### config.mk
export PLATFORM = sky130hd
export DESIGN_NAME = mcash_req_gen
export DESIGN_NICKNAME = d
export VERILOG_FILES = /design/src/rtl/mcash_req_gen.sv
export SDC_FILE = /design/constraint.sdc
export NUM_CORES = 1
export LEC_CHECK = 0
export ABC_AREA = 1
export BUFFER_PORTS_ARGS = -buffer_cell sky130_fd_sc_hd__buf_2
export CAP_MARGIN = 20
export CORE_ASPECT_RATIO = 1.25
export CORE_UTILIZATION = 52
export CTS_CLUSTER_SIZE = 12
export DETAILED_ROUTE_END_ITERATION = 12
export PLACE_DENSITY = 0.81
export SLEW_MARGIN = 20
export SYNTH_ARGS = -nofsm -noshare
export SYNTH_HDL_FRONTEND = slang
export SYNTH_SLANG_ARGS = --single-unit
### constraint.sdc
create_clock -name clk -period 2.3 [get_ports clk]
set_input_delay 0.23 -clock clk [delete_from_list [all_inputs] [get_ports clk]]
set_output_delay 0.23 -clock clk [all_outputs]
set_load 0.005 [all_outputs]
### src/rtl/mcash_req_gen.sv
// Pseudo-random load/store request initiator for one mcash cross-bar channel.
// Requests follow strict valid/allowIn flow control and are paced by NUM_REQ and GAP.
module mcash_req_gen #(
  parameter int unsigned NUM_REQ = 16,
  parameter int unsigned GAP     = 0,
  parameter logic [31:0] SEED    = 32'h0000_0001
) (
  input  logic        clk,
  input  logic        rst_n,
  input  logic        start_i,
  output logic        req_valid_o,
  input  logic        req_allowIn_i,
  output logic [2:0]  req_op_o,
  output logic [31:0] req_addr_o,
  output logic [63:0] req_data_o,
  output logic        done_o,
  output logic [15:0] issued_cnt_o,
  output logic [15:0] stall_cnt_o
);

  // Handshake: a request transfers on a rising edge where req_valid_o and
  // req_allowIn_i are both high. Once raised, valid stays high and op/addr/data
  // stay frozen until that edge; allowIn while valid is low is ignored.

  localparam logic [31:0] POLY      = 32'h8020_0003;
  localparam logic [15:0] NUM_REQ_L = 16'(NUM_REQ);
  localparam logic [7:0]  GAP_L     = 8'(GAP);

  typedef enum logic [1:0] {
    S_IDLE     = 2'd0,
    S_ISSUE    = 2'd1,
    S_GAP_WAIT = 2'd2,
    S_DONE     = 2'd3
  } state_t;

  state_t      state_q;
  logic [31:0] lfsr_q;
  logic [15:0] issued_q;
  logic [15:0] stall_q;
  logic [7:0]  gap_q;

  logic [31:0] lfsr_d;
  logic [15:0] issued_d;

  always_comb begin
    lfsr_d   = {1'b0, lfsr_q[31:1]} ^ (lfsr_q[0] ? POLY : 32'h0);
    issued_d = issued_q + 16'd1;
  end

  always_ff @(posedge clk or negedge rst_n) begin
    if (!rst_n) begin
      state_q  <= S_IDLE;
      lfsr_q   <= SEED;
      issued_q <= 16'd0;
      stall_q  <= 16'd0;
      gap_q    <= 8'd0;
    end else begin
      case (state_q)
        S_IDLE, S_DONE: begin
          // LFSR is deliberately not reseeded so a restart continues the sequence.
          if (start_i) begin
            state_q  <= S_ISSUE;
            issued_q <= 16'd0;
            stall_q  <= 16'd0;
          end
        end
        S_ISSUE: begin
          if (req_allowIn_i) begin
            lfsr_q   <= lfsr_d;
            issued_q <= issued_d;
            if (issued_d == NUM_REQ_L) begin
              state_q <= S_DONE;
            end else if (GAP_L != 8'd0) begin
              state_q <= S_GAP_WAIT;
              gap_q   <= GAP_L - 8'd1;
            end
          end else if (stall_q != 16'hFFFF) begin
            stall_q <= stall_q + 16'd1;
          end
        end
        S_GAP_WAIT: begin
          if (gap_q == 8'd0) begin
            state_q <= S_ISSUE;
          end else begin
            gap_q <= gap_q - 8'd1;
          end
        end
        default: state_q <= S_IDLE;
      endcase
    end
  end

  // Every output decodes registered state only; allowIn never reaches an output.
  assign req_valid_o  = (state_q == S_ISSUE);
  assign done_o       = (state_q == S_DONE);
  assign req_op_o     = lfsr_q[0] ? 3'd1 : 3'd0;
  assign req_addr_o   = {lfsr_q[31:4], 4'b0000};
  assign req_data_o   = {16'hD47A, issued_q, lfsr_q};
  assign issued_cnt_o = issued_q;
  assign stall_cnt_o  = stall_q;

endmodule
After elaboration in Yosys (flattened, before gate mapping)
Index checks and enable logic that the tools add are counted.

operators by class
  add/sub/neg operators = 3
  reductions and logical operators = 9
  muxes and demuxes = 13
  equal/unequal tests = 11
  bitwise operators = 2

operator list
  cell                     count
  $mux W16                 4
  $pmux W16 S2             2
  $add A16 B1 Y16 const B  2
  $mux W32                 1
  $xor A31 B32 Y32         1
  $eq A16 B5 Y1 const B    1
  $ne A16 B16 Y1 const B   1
  $logic_not A8 Y1         1
  $mux W2                  4
  $reduce_and A4 Y1        2
  $sub A8 B1 Y8 const B    1
  $ne A2 B1 Y1 const B     3
  $ne A2 B2 Y1 const B     3
  $pmux W2 S3              1
  $eq A2 B2 Y1 const B     2
  $reduce_and A2 Y1        2
  $reduce_and A3 Y1        1
  $eq A2 B1 Y1 const B     1
  $logic_not A2 Y1         1
  $reduce_bool A2 Y1       1
  $reduce_or A2 Y1         1
  $mux W1                  1
  $not A1 Y1               1

word-level totals
  register bits after elaboration = 74
  output and inout bits = 133
  word-level logic and storage cells = 43
  bits of input ports = 4

Logic depth before layout (Yosys ltp)
  depth after elaboration = 5
  mapped depth = 13
  gate-level depth less buffers = 12

Least setup slack after synthesis
Ideal clock, no wire load.

  path type = reg2reg
  start = reg state_q[0]
  end = reg stall_q[0] (netlist: stall_cnt_o[0])
  slack = 0.554 ns
  library setup time = 0.119 ns
  data arrival time = 1.627 ns
  buffers on the path = 1
  clock period less this slack = 1.746 ns
  data required time = 2.181 ns
  stages on the path, launching flop included = 11
  cells stage by stage = dfrtp_1 inv_1 ha_1 inv_1 or2_2 o21ai_0 nor2_1 nand2_4 inv_4 buf_6 o21a_1

between the ends
  word-level cells in the longest chain between the ends = 4
  elaborated cells between the ends (all ways) = 10
  classes of those cells = eq/ne: 5; mux: 1; reduce/logical: 4

RTL lines
  element                                                              RTL line  RTL
  from (decl)                                                          36        state_t state_q;
  from (signal assigned)                                               52        state_q <= S_IDLE;
  from (signal assigned)                                               62        state_q <= S_ISSUE;
  from (signal assigned)                                               72        state_q <= S_DONE;
  $eq A2 B2 Y1 / $logic_not A2 Y1 (equally long branches)              58        case (state_q)
  $reduce_or A2 Y1                                                     58
  $ne A2 B2 Y1 (no line) / $reduce_bool A2 Y1 (equally long branches)  n/a
  $reduce_and A4 Y1 (no line)                                          n/a
  to (signal assigned)                                                 78        stall_q <= stall_q + 16'd1;
  to (decl)                                                            39        logic [15:0] stall_q;

Parallel ways exist; a longest one is shown, timed or not.
A chain may end at the register's enable or synchronous reset.

Worst setup path after layout
  start = reg state_q[0]
  end = reg stall_q[12] (netlist: stall_cnt_o[12])

The elaborated chain is that of the path after synthesis.

==> flow_summary.toml <==
[outcome]
outcome = "complete, but fails checks"
violations = "DRC"

[routing]
first_pass_iters = 10
viasPerCell = 5.03
dr_total_vias = 3576
ant_nets = 0
wirelength_um = 8770
drtIter0Drc = 163
routedWlPerCell_um = 12.3
drc_errors = 14

[sta]
skew_ps = 9.14
max_freq_mhz = 480
hold_violations = 0
tightest_slew_ps = 766
setup_violations = 0
finalCritPeriodShare_pct = 90.5
maxSlewViolCount = 0
slew_headroom_pct = 48.9
worst_slack_ps = 218
final.min_clock_period_ps = 2080
final.setup.tns_ps = 0
rsz0062_at_grt = "false"

[clock_network]
worstSkewPairLatency_ps = 350
htree_levels = 3
clkSlewWorstSetupHoldPaths_ps = 80
cts_made_buffers = 9
root_buffer = "clkbuf_8"
cts.sink_count = 74
cts_tree = "yes"
clock_path_buffers = 2

[global_routing]
grt_usage_pct = 20.1
grt_max_degree = 35
grt_pass1_vias = 3137
grt_antenna_before_repair = 0
globalRouteOverflowTotal = 0
grt_pass1_wl_um = 14400

[setup_path]
setup.worst_path.class = "reg2reg"
end_kind = "flop"
arrival_ps = 2330
startpoint_type = "flop"
worstPathRequired_ps = 2550
critPathMaxFanout = 18
rr_worst_depth = 11
crit_end = "stall_cnt_o[12]$_DFFE_PN0P_"
r2r-start = "state_q[0]$_DFFE_PN0P_"
ff2ff_setup_slack_ps = 220
rr_endpoint = "stall_cnt_o[12]$_DFFE_PN0P_"
crit_start = "state_q[0]$_DFFE_PN0P_"

[placed_design]
hpwl_um = 6450
port-buffer-count = 114
place_congestion = 0.919
dp_cells = 694
place_ws_ps = 114

[floorplanning]
rows = 37
die_area_um2 = 8950
io_pins = 137
die_h_um = 106
die_w_um = 84.8
initial_core_util_pct = 53.8
core-area_um2 = 8290

[power]
p_total_mw = 5.16
cellPowerDensity_nw_per_um2 = 1090
p_leak_nw = 2.54
vdd_drop_max_v = 0.000608

[synthesis]
synth_seq_cells = 74
yosysTopAreaCell = "dfrtp_1"
avgSynthCellArea_um2 = 7.91
netlist_area_um2 = 4460
yosys_warnings = 0
netlist.area_leader.share_pct = 41.0
yosys-top-cells-area = "dfrtp_1 41%, buf_4 16%, nand2_1 11%"
synth_cell_type_count = 32
syn_inst = 564
yosysSeqAreaShare_pct = 41.5

[layout]
instances_no_fill = 711
layout.nets = 621
n_antenna_cell = 0
area.growth.synth_to_final_pct = 6.48
layout-drive-gt1-share_pct = 24.9

[hold_path]
min-delay-start = "req_allowIn_i"
holdCritPathClass = "in2reg"

[flow_run]
maxCapViolCount = 0
[layer usage]
metal	wire (um)	share of wire, %	vias up	track usage, %
met4	179	2.0	0	8.47
met5	0	0	-	0
met1	3750	43	1665	24.4
li1	-	-	1746	-
met2	4290	49	146	34.6
met3	562	6.4	19	4.15
[worst max-delay path, stage by stage, from the launching register on]
cell,delay (ps)
dfrtp_1,380
inv_1,70
ha_1,300
inv_1,80
or2_2,120
o21ai_0,160
nor2_2,210
nand2_4,170
inv_4,180
nand2_1,90
o21ai_0,160
nor2_1,60
[cell type report]
type,instances,area (um^2)
flip-flops and latches,74,1850
multi-input cells,333,1650
inverters,70,265
clock inverters,7,103
well taps,97,121
clock buffers,9,124
fillers,746,3540
repair buffers,121,638
[registers in the layout (all words and copies together), names as in the netlist]
register	count
stall_cnt_o	16
lfsr_q	32
gap_q	8
issued_cnt_o	16
state_q	2
[through the flow]
step / hold WS (ps) / utilization, % / area [um^2]
2_1_floorplan: -65.6 / - / 4540
3_3_place_gp: 332 / 54.4 / 4500
3_5_place_dp: 337 / 54.4 / 4500
4_1_cts: 411 / 57.2 / 4740
5_1_grt: 383 / 57.3 / 4750
6_report: 350 / 57.3 / 4750
[kinds of logic (layout without fill, tap and decap cells)]
| family | count (synthesis) | count (layout) | share of synthesized area, % |
|---|---|---|---|
| AO/OA/AOI/OAI | 74 | 74 | 8.89 |
| buffers and inverters | 177 | 207 | 23.5 |
| AND/OR/NAND/NOR | 211 | 211 | 20.2 |
| other | 2 | 22 | 0.168 |
| XOR/XNOR | 18 | 18 | 3.53 |
| flip-flops | 74 | 74 | 41.5 |
| adder cells (fa/ha/maj) | 8 | 8 | 2.24 |
[layout by cell type, fill, tap and decap left out, drive strengths merged]
| cell type | n |
|---|---|
| a21oi | 5 |
| buf | 120 |
| bufinv | 2 |
| clkbuf | 9 |
| clkinv | 3 |
| clkinvlp | 1 |
| conb | 22 |
| dfrtp | 73 |
| dfstp | 1 |
| dlygate4sd3 | 1 |
| ha | 8 |
| inv | 71 |
| nand2 | 132 |
| nand3 | 21 |
| nand3b | 1 |
| nand4 | 10 |
| nor2 | 37 |
| nor3 | 6 |
| nor4 | 2 |
| o21a | 1 |
| o21ai | 55 |
| o22ai | 7 |
| o31ai | 6 |
| or2 | 2 |
| xnor2 | 3 |
| xor2 | 15 |
[report_power, final]
| part | leakage, nW | switching, mW | total (mW) | internal [mW] |
|---|---|---|---|---|
| Clock | 0.110 | 0.513 | 1.13 | 0.619 |
| Combinational | 1.45 | 1.03 | 1.87 | 0.840 |
| Sequential | 0.984 | 0.436 | 2.16 | 1.73 |
| Total | 2.54 | 1.98 | 5.16 | 3.18 |
[synth_stat cells, drive strengths merged]
master	count
nor2	37
or2	2
xor2	15
nand4	10
nand3	21
xnor2	3
nand3b	1
o31ai	6
inv	70
a21oi	5
nand2	132
buf	103
o21ai	55
dfstp	1
o22ai	7
dfrtp	73
ha	8
nor3	6
o21a	1
conb	2
clkbuf	4
nor4	2
[timing repair]
action	in CTS	in global routing
endpoints found under the setup margin	0	7
buffers inserted	0	0
hold buffers	1	0
resized for setup	0	2
hold endpoints to repair	30	0
[worst min path at each step]
stage / end / slack (ps) / cells after the start
after global placement: lfsr_q[23]$_DFFE_PN0P_ / 330 / 1
after detailed placement: lfsr_q[24]$_DFFE_PN0P_ / 340 / 1
after global routing: issued_cnt_o[5]$_DFFE_PN0P_ / 380 / 5
after floorplan: gap_q[0]$_DFFE_PN0P_ / -70 / 0
final: issued_cnt_o[5]$_DFFE_PN0P_ / 350 / 5
after CTS: issued_cnt_o[5]$_DFFE_PN0P_ / 410 / 5
Power figures use the tool's default switching activity.
